===== config.mk =====
export PLATFORM = sky130hd
export DESIGN_NAME = pipelined_cs_adder
export DESIGN_NICKNAME = d
export VERILOG_FILES = /design/src/rtl/pipelined_cs_adder.sv
export SDC_FILE = /design/constraint.sdc
export NUM_CORES = 1
export LEC_CHECK = 0
export CAP_MARGIN = 20
export CORE_MARGIN = 4
export CORE_UTILIZATION = 50
export CTS_BUF_LIST = sky130_fd_sc_hd__clkbuf_2
export CTS_CLUSTER_SIZE = 12
export DETAILED_ROUTE_END_ITERATION = 6
export GPL_ROUTABILITY_DRIVEN = 0
export PLACE_DENSITY = 0.87
export REMOVE_ABC_BUFFERS = 1
export SLEW_MARGIN = 20
export SYNTH_ARGS = -nofsm -noshare
export SYNTH_HDL_FRONTEND = slang
export SYNTH_SLANG_ARGS = --single-unit
export TNS_END_PERCENT = 10

===== constraint.sdc =====
create_clock -name clk -period 3.4 [get_ports clk]
set_input_delay 0.68 -clock clk [delete_from_list [all_inputs] [get_ports clk]]
set_output_delay 0.68 -clock clk [all_outputs]
set_load 0.005 [all_outputs]

===== src/rtl/pipelined_cs_adder.sv =====
// Two-stage carry-select adder/subtractor with valid/ready flow control.
// Stage 1 forms per-slice conditional sums; stage 2 picks them along the carry chain. Latency 2.
module pipelined_cs_adder #(
  parameter int WIDTH = 16,
  parameter int BLOCK = 4
) (
  input  logic             clk,
  input  logic             rst,
  input  logic             in_valid,
  output logic             in_ready,
  input  logic [WIDTH-1:0] A,
  input  logic [WIDTH-1:0] B,
  input  logic             cin,
  input  logic             sub,
  output logic             out_valid,
  input  logic             out_ready,
  output logic [WIDTH-1:0] sum,
  output logic             cout,
  output logic             ovf
);
  localparam int NB = WIDTH / BLOCK;

  logic                        s1_adv, s2_adv;
  logic [WIDTH-1:0]            b_eff;
  logic                        c_eff;

  logic [NB-1:0][BLOCK-1:0]    cs0_d, cs1_d, cs0_q, cs1_q;
  logic [NB-1:0]               cc0_d, cc1_d, cc0_q, cc1_q;
  logic                        cin_q, amsb_q, bmsb_q, s1_valid_q;

  logic [WIDTH-1:0]            sum_d, sum_q;
  logic                        cout_d, cout_q, ovf_d, ovf_q, out_valid_q;
  logic                        chain_c;

  assign s2_adv   = !out_valid_q || out_ready;
  assign s1_adv   = !s1_valid_q || s2_adv;
  assign in_ready = s1_adv;

  // Subtraction is A + ~B + !cin, so the borrow-in becomes an inverted carry-in.
  assign b_eff = sub ? ~B : B;
  assign c_eff = cin ^ sub;

  always_comb begin
    cs0_d = '0;
    cs1_d = '0;
    cc0_d = '0;
    cc1_d = '0;
    for (int i = 0; i < NB; i++) begin
      {cc0_d[i], cs0_d[i]} = {1'b0, A[i*BLOCK +: BLOCK]} + {1'b0, b_eff[i*BLOCK +: BLOCK]};
      {cc1_d[i], cs1_d[i]} = {1'b0, A[i*BLOCK +: BLOCK]} + {1'b0, b_eff[i*BLOCK +: BLOCK]}
                             + {{BLOCK{1'b0}}, 1'b1};
    end
  end

  // Carry resolution is a pure mux chain over the precomputed slice results.
  always_comb begin
    sum_d   = '0;
    chain_c = cin_q;
    for (int i = 0; i < NB; i++) begin
      sum_d[i*BLOCK +: BLOCK] = chain_c ? cs1_q[i] : cs0_q[i];
      chain_c                 = chain_c ? cc1_q[i] : cc0_q[i];
    end
    cout_d = chain_c;
    ovf_d  = (amsb_q == bmsb_q) && (sum_d[WIDTH-1] != amsb_q);
  end

  always_ff @(posedge clk or posedge rst) begin
    if (rst) begin
      s1_valid_q  <= 1'b0;
      cs0_q       <= '0;
      cs1_q       <= '0;
      cc0_q       <= '0;
      cc1_q       <= '0;
      cin_q       <= 1'b0;
      amsb_q      <= 1'b0;
      bmsb_q      <= 1'b0;
      out_valid_q <= 1'b0;
      sum_q       <= '0;
      cout_q      <= 1'b0;
      ovf_q       <= 1'b0;
    end else begin
      if (s1_adv) begin
        s1_valid_q <= in_valid;
        if (in_valid) begin
          cs0_q  <= cs0_d;
          cs1_q  <= cs1_d;
          cc0_q  <= cc0_d;
          cc1_q  <= cc1_d;
          cin_q  <= c_eff;
          amsb_q <= A[WIDTH-1];
          bmsb_q <= b_eff[WIDTH-1];
        end
      end
      if (s2_adv) begin
        out_valid_q <= s1_valid_q;
        if (s1_valid_q) begin
          sum_q  <= sum_d;
          cout_q <= cout_d;
          ovf_q  <= ovf_d;
        end
      end
    end
  end

  assign out_valid = out_valid_q;
  assign sum       = sum_q;
  assign cout      = cout_q;
  assign ovf       = ovf_q;
endmodule


# After elaboration in Yosys (flattened, before gate mapping)
# Index checks and enable logic that the tools add are counted.
word_totals:
  rom_bits: 0
  word_cells: 46
  inputBits: 38
  mem_count: 0
  latchBits: 0
  register_bits: 63
  mem_bits_rw: 0
op_classes:
  bitwise: 2
  reduce_logical: 7
  muxes: 9
  n_mul: 0
  shift: 0
  magnitude_cmp: 0
  div: 0
  n_addsub: 8
  n_eq_ne: 2
ops:
  columns: ["operator", "n"]
  rows:
  - ["adder 4 x 4 -> 5 bit", 4]
  - ["adder 5 x 1 -> 5 bit, second input constant", 4]
  - ["two-way mux 16 bit", 1]
  - ["two-way mux 4 bit", 4]
  - ["NOT 16 bit", 1]
  - ["two-way mux 1 bit", 4]
  - ["AND reduction 2 bit", 2]
  - ["zero test 1 bit", 2]
  - ["logical OR 1 bit", 2]
  - ["equality test 1 bit", 1]
  - ["logical AND 1 bit", 1]
  - ["inequality test 1 bit", 1]
  - ["bitwise XOR 1 bit", 1]

# Longest topological paths before layout
# Gate-level depths: netlist of the first run.
depth:
  ltp_word: 6
  mapped_depth: 11
  mapped_depth_nobuf: 9

# Least setup slack after synthesis of the first run
# OpenSTA, ideal clock, no wires.
synth_timing:
  path_kind: "in2reg"
  from: "input port sub"
  to: "register cc1_q[3]"
  stages: 11
  arrival_ns: 3.044
  n_path_buf: 2
  setup_slack_ns: 0.269
  setup_ns: 0.087
  path_cell_list: "clkbuf_1 > buf_2 > xor2_1 > ha_1 > inv_1 > fa_1 > inv_1 > ha_1 > inv_1 > or4_1 > o211ai_1"
synth_lines:
  columns: ["element", "line", "source"]
  rows:
  - ["start: declaration", "14", "input logic sub,"]
  - ["end signal: assignment", "73", "cc1_q <= '0;"]
  - ["end signal: assignment", "88", "cc1_q <= cc1_d;"]
  - ["end: declaration", "28", "logic [NB-1:0] cc0_d, cc1_d, cc0_q, cc1_q;"]

==> results of run 1 <==
[worst min-delay path, cell delays in order (launching register included)]
cell and delay [ns]:
dfrtp_1 0.37, nand2_1 0.05, nand2_1 0.05
[metal layers]
| layer | up-vias | GRT usage | part of all wire |
|---|---|---|---|
| li1 | 1368 | - | - |
| met1 | 1322 | 0.229 | 0.43 |
| met2 | 77 | 0.297 | 0.49 |
| met3 | 18 | 0.0345 | 0.055 |
| met4 | 0 | 0.0842 | 0.017 |
| met5 | - | 0 | 0 |
[power by group through the flow]
stage	clock network [mW]	logic, mW	registers, mW
2_1_floorplan	0	0.546	1.10
3_3_place_gp	0	0.866	1.11
3_5_place_dp	0	0.900	1.13
4_1_cts	0.346	0.906	1.11
5_1_grt	0.379	1.00	1.14
6_report	0.342	0.895	1.11
[state kept, by name (all words and copies together) (netlist names)]
name	count
cc0_q	4
amsb_q	1
cin_q	1
cs0_q	16
s1_valid_q	1
sum	16
out_valid	1
ovf	1
cs1_q	16
bmsb_q	1
cout	1
cc1_q	4
[Yosys cell counts, types with 2 or more instances]
master	count	area (um^2)
o21a_1	2	15.0
ha_1	20	250
a31oi_1	4	25.0
xnor2_1	15	131
nand3b_1	3	22.5
and4_1	2	17.5
nand2b_1	5	31.3
o21ai_0	27	135
fa_1	4	80.1
xor2_1	22	193
nor2_1	8	30.0
and2_1	3	18.8
o31ai_1	2	15.0
nor3_1	2	10.0
nand3_1	6	30.0
a21oi_1	7	35.0
mux2i_1	16	160
o21ai_1	4	20.0
nor2b_1	4	25.0
clkbuf_1	12	45.0
a21o_1	9	67.6
o211ai_1	4	30.0
a211oi_1	2	15.0
dfrtp_1	63	1580
inv_1	11	41.3
mux2i_4	2	45.0
nand2_1	105	394
[kinds of logic (layout without fill, tap and decap cells)]
logic type | count (synthesis) | after routing | share of synthesized area
xor gates and xnor gates | 37 | 37 | 0.0913
DFF | 63 | 63 | 0.444
and+or+nand+nor | 140 | 140 | 0.167
muxes | 20 | 20 | 0.0659
buffers and inverters | 26 | 89 | 0.0300
adders and majority gates | 24 | 24 | 0.0931
AOI/OAI and AO/OA | 64 | 64 | 0.109
[area by class of cell]
cell class,instances,area (um^2),area share
multi-input cells,285,1870,0.433
flip-flops and latches,63,1580,0.366
repair buffers,64,636,0.147
well taps,96,120,0.0279
clock buffers,12,60.1,0.0139
inverters,11,41.3,0.00958
clock inverters,2,10.0,0.00232
[worst min path at each step]
stage                     startpoint                    end  slack [ns]  cells after the start
2_1_floorplan  cs1_q[13]$_DFFE_PP0P_  cs1_q[13]$_DFFE_PP0P_        0.44                      2
3_3_place_gp    cs0_q[1]$_DFFE_PP0P_   cs0_q[1]$_DFFE_PP0P_        0.46                      2
3_5_place_dp    cs0_q[6]$_DFFE_PP0P_   cs0_q[6]$_DFFE_PP0P_        0.46                      2
4_1_cts         cs0_q[6]$_DFFE_PP0P_   cs0_q[6]$_DFFE_PP0P_        0.50                      2
5_1_grt          sum[15]$_DFFE_PP0P_    sum[15]$_DFFE_PP0P_        0.51                      1
6_report        cs0_q[3]$_DFFE_PP0P_   cs0_q[3]$_DFFE_PP0P_        0.50                      2
==> reports/metrics.csv, run 1 <==
metric;value;unit
status;completed;
worst hold path type;register to register;
TritonCTS Sinks;63;
leading cell types in the layout, fill and taps excluded;105 x nand2_1, 63 x dfrtp_1, 57 x clkdlybuf4s50_1;
crit path max fanout;4;
most common cell after layout, fill and taps aside;nand2_1;
Post-Synthesis Cells;374;
CP max stage delay;0.60;ns
vias in the first global route;2712;
Buf/Inv on CP;4;
Worst R2R Start;cin_q$_DFFE_PP0P_;
post-route ant nets;0;
Final Critical Period;2.78;ns
Synth warnings;0;
pwr/cell area;544;mW/mm^2
Setup violations, final;0;
Logic pwr share;0.382;
crit path to;cc1_q[3]$_DFFE_PP0P_;
critical path class;input port to register;
drt pass-1 iters;5;
placed cell area;0.00424;mm^2
worst skew pair latency;0.49;ns
cell internal pwr;1.54;mW
clk_skew;0.0174;ns
Clk pwr share;0.146;
worst setup margin;0.621;ns
nets;496;
final std cells w/o fill;533;
worst reg2reg path endpoint;cout$_DFFE_PP0P_;
DR vias;2785;
worst-path cell chain;clkdlybuf4s50_1 > xor2_1 > ha_1 > inv_1 > fa_1 > inv_1 > ha_1 > inv_1 > or4_1 > o211ai_1;
fin. max-slew vios;0;
die width;92.3;um
number of antenna violations at the first check in global routing;0;
switching pwr;806;uW
drt wl/cell;13.7;um
share of layout cells above drive strength 1;0.0618;
switch share;0.344;
largest net degree at the start of global routing;64;
post-synth cell types;37;
Post-synth EDFFs;0;
1st-iter DRT viols;142;
maximum clock frequency;360;MHz
DRC Markers;0;
WP data required;3.82;ns
routed wire length;7300;um
overall power;2.34;mW
peak supply drop;242;uV
Root Buffer;clkbuf_2;
FFs w/ async S/R, synth;1.00;
r2r setup slk;1.19;ns
Slowest cell on crit path;clkdlybuf4s50_1;
Crit. Startpoint;sub;
Core Area;0.00683;mm^2
DP HPWL;5520;um
Post-Syn Area;0.00355;mm^2
dpl cells;519;
Tightest Pin Transition;0.672;ns
H-tree Lvls;3;
# rows;30;
LEAKAGE;2.05;nW
setup bufs post-CTS;0;
crit share post-route;0.817;
Hold Vio Cnt, Final;0;
Seq cells post-synth;63;
post-layout util;0.631;
cts hold-fix bufs;0;
Resize count post-CTS;0;
CTS tree;done;
max_cap viols;0;
Die H;92.3;um
Mapped Avg Cell Area;9.49;um^2
sequential power share;0.472;
CP top delay family;adder cells;
Worst Reg-to-Reg Cells;5;
RSZ-0062 raised after global routing;false;
grt total ovfl;0;
Startpoint Class;input port;
Rel. slew slack;0.551;
Worst-path clk slew;0.15;ns
pre-CTS setup slack;0.0871;ns
Critical Path Most Common Cell;inv_1;
Layout Cell Area excl Fill;0.00431;mm^2
Antenna diodes;0;
register area share after synthesis;0.444;
hold slack;0.495;ns
Die ar.;0.00851;mm^2
global-route wire length before repair;12200;um
Initial Utilization;0.520;
filler cell count;577;
Port Buffer Count;57;
Num CTS Buffers;9;
Crit path depth;10;
Via density;5.23;
Arr. time, crit path;3.20;ns
Worst setup EP type;register;
P&R area growth vs syn;21.4;%
Boundary Pins;58;
GRT Util Overall;0.181;
setup TNS;0;ns
clk buf depth;2;
ys flop type;dfrtp_1;
(Power assumes the default switching activity.)
==> run 2: changes to the inputs <==
- PLACE_DENSITY: 0.87 -> 0.9
- clock period: 3.4 -> 2.5 ns (I/O delays scaled with it)
==> reports/metrics.csv, run 2 (synthesis gave the netlist of run 1 again) <==
metric;value;unit;change
status;completed;;
# rows;30;;unchanged
die width;92.3;um;unchanged
leading cell types in the layout, fill and taps excluded;105 x nand2_1, 63 x dfrtp_1, 55 x clkdlybuf4s50_1;;
WP data required;2.88;ns;-0.94 ns
nets;531;;+7.1%
Via density;5.18;;-0.77%
Arr. time, crit path;2.70;ns;-0.50 ns
fin. max-slew vios;0;;unchanged
max_cap viols;0;;unchanged
peak supply drop;319;uV;+32%
final std cells w/o fill;568;;+6.6%
Die H;92.3;um;unchanged
RSZ-0062 raised after global routing;false;;
Hold Vio Cnt, Final;0;;unchanged
DR vias;2945;;+5.7%
most common cell after layout, fill and taps aside;nand2_1;;
share of layout cells above drive strength 1;0.131;;+0.0696
worst skew pair latency;0.46;ns;-0.03 ns
pwr/cell area;725;mW/mm^2;+33%
DP HPWL;6140;um;+11%
worst hold path type;input port to asynchronous set/reset pin;;
DRC Markers;0;;unchanged
Crit. Startpoint;sub;;
largest net degree at the start of global routing;30;;-53%
Die ar.;0.00851;mm^2;unchanged
overall power;3.32;mW;+42%
clk buf depth;2;;unchanged
filler cell count;545;;-5.5%
H-tree Lvls;3;;unchanged
Worst setup EP type;register;;
clk_skew;0.0255;ns;+0.00815 ns
1st-iter DRT viols;111;;-22%
Root Buffer;clkbuf_2;;
Final Critical Period;2.32;ns;
grt total ovfl;0;;unchanged
Setup violations, final;0;;unchanged
TritonCTS Sinks;63;;unchanged
crit share post-route;0.930;;
maximum clock frequency;430;MHz;
Startpoint Class;input port;;
crit path max fanout;4;;unchanged
number of antenna violations at the first check in global routing;0;;unchanged
Port Buffer Count;57;;unchanged
hold slack;0.410;ns;-0.0853 ns
routed wire length;7770;um;+6.4%
Core Area;0.00683;mm^2;unchanged
Tightest Pin Transition;0.679;ns;+0.00689 ns
Layout Cell Area excl Fill;0.00458;mm^2;+6.2%
Boundary Pins;58;;unchanged
Worst-path clk slew;0.17;ns;+0.02 ns
post-route ant nets;0;;unchanged
vias in the first global route;2922;;+7.7%
CTS tree;done;;
Initial Utilization;0.520;;unchanged
drt wl/cell;13.7;um;-0.13%
Antenna diodes;0;;unchanged
Worst R2R Start;cc1_q[0]$_DFFE_PP0P_;;
Num CTS Buffers;9;;unchanged
critical path class;input port to register;;
global-route wire length before repair;12700;um;+3.8%
GRT Util Overall;0.186;;+0.00555
post-layout util;0.670;;+0.0390
dpl cells;552;;+6.4%
LEAKAGE;2.22;nW;+8.4%
Rel. slew slack;0.547;;-0.00351
P&R area growth vs syn;28.9;%;
drt pass-1 iters;5;;unchanged
placed cell area;0.00449;mm^2;+5.8%
## run 2: final timing paths
check | to | slack [ns] | depth (start not counted)
worst max register to register | sum[12]$_DFFE_PP0P_ | 0.54 | 5
max in group asynchronous | cs0_q[15]$_DFFE_PP0P_ | 1.50 | 3
worst min register to register | cs1_q[5]$_DFFE_PP0P_ | 0.49 | 2
worst max-delay path | cc1_q[3]$_DFFE_PP0P_ | 0.18 | 10
min in group clk | cs1_q[5]$_DFFE_PP0P_ | 0.49 | 2
worst min-delay path | cs0_q[0]$_DFFE_PP0P_ | 0.41 | 2
## run 2: layer usage
metal	vias to the layer above	share of wire	global-route usage
met5	-	0	0
met4	0	0.020	0.0767
met3	17	0.053	0.0221
met2	78	0.52	0.341
met1	1404	0.41	0.220
li1	1446	-	-
## run 2: what timing repair did
action,4_1_cts,5_1_grt
pin swaps,0,2
setup buffers,0,2
hold buffers,0,0
resized for setup,1,3
setup endpoints to repair,2,1
## run 2: cell type report
class	count	area, um^2	area share
multi-input cells	285	1870	0.409
flip-flops and latches	63	1580	0.344
repair buffers	99	900	0.197
well taps	96	120	0.0262
clock buffers	11	55.1	0.0120
inverters	11	41.3	0.00902
clock inverters	3	12.5	0.00273
## run 2: worst max-delay path, cell delays in order
cell and delay, ns:
dlygate4sd2_1 0.32, xor2_1 0.21, ha_2 0.21, inv_1 0.05, fa_1 0.47, inv_1 0.09
ha_2 0.17, inv_1 0.05, or4_1 0.51, o211ai_1 0.11
## run 2: through the flow
stage,TNS (ns),worst slack [ns]
2_1_floorplan,0,0.218
3_3_place_gp,-5.37,-0.434
3_5_place_dp,-8.02,-0.523
4_1_cts,0,0.0868
5_1_grt,0,0.0585
6_report,0,0.176
## run 2: power by group
group          switching [mW]  internal, mW
clock                   0.318         0.121
combinational           0.618         0.764
sequential              0.192          1.31
total                    1.13          2.19
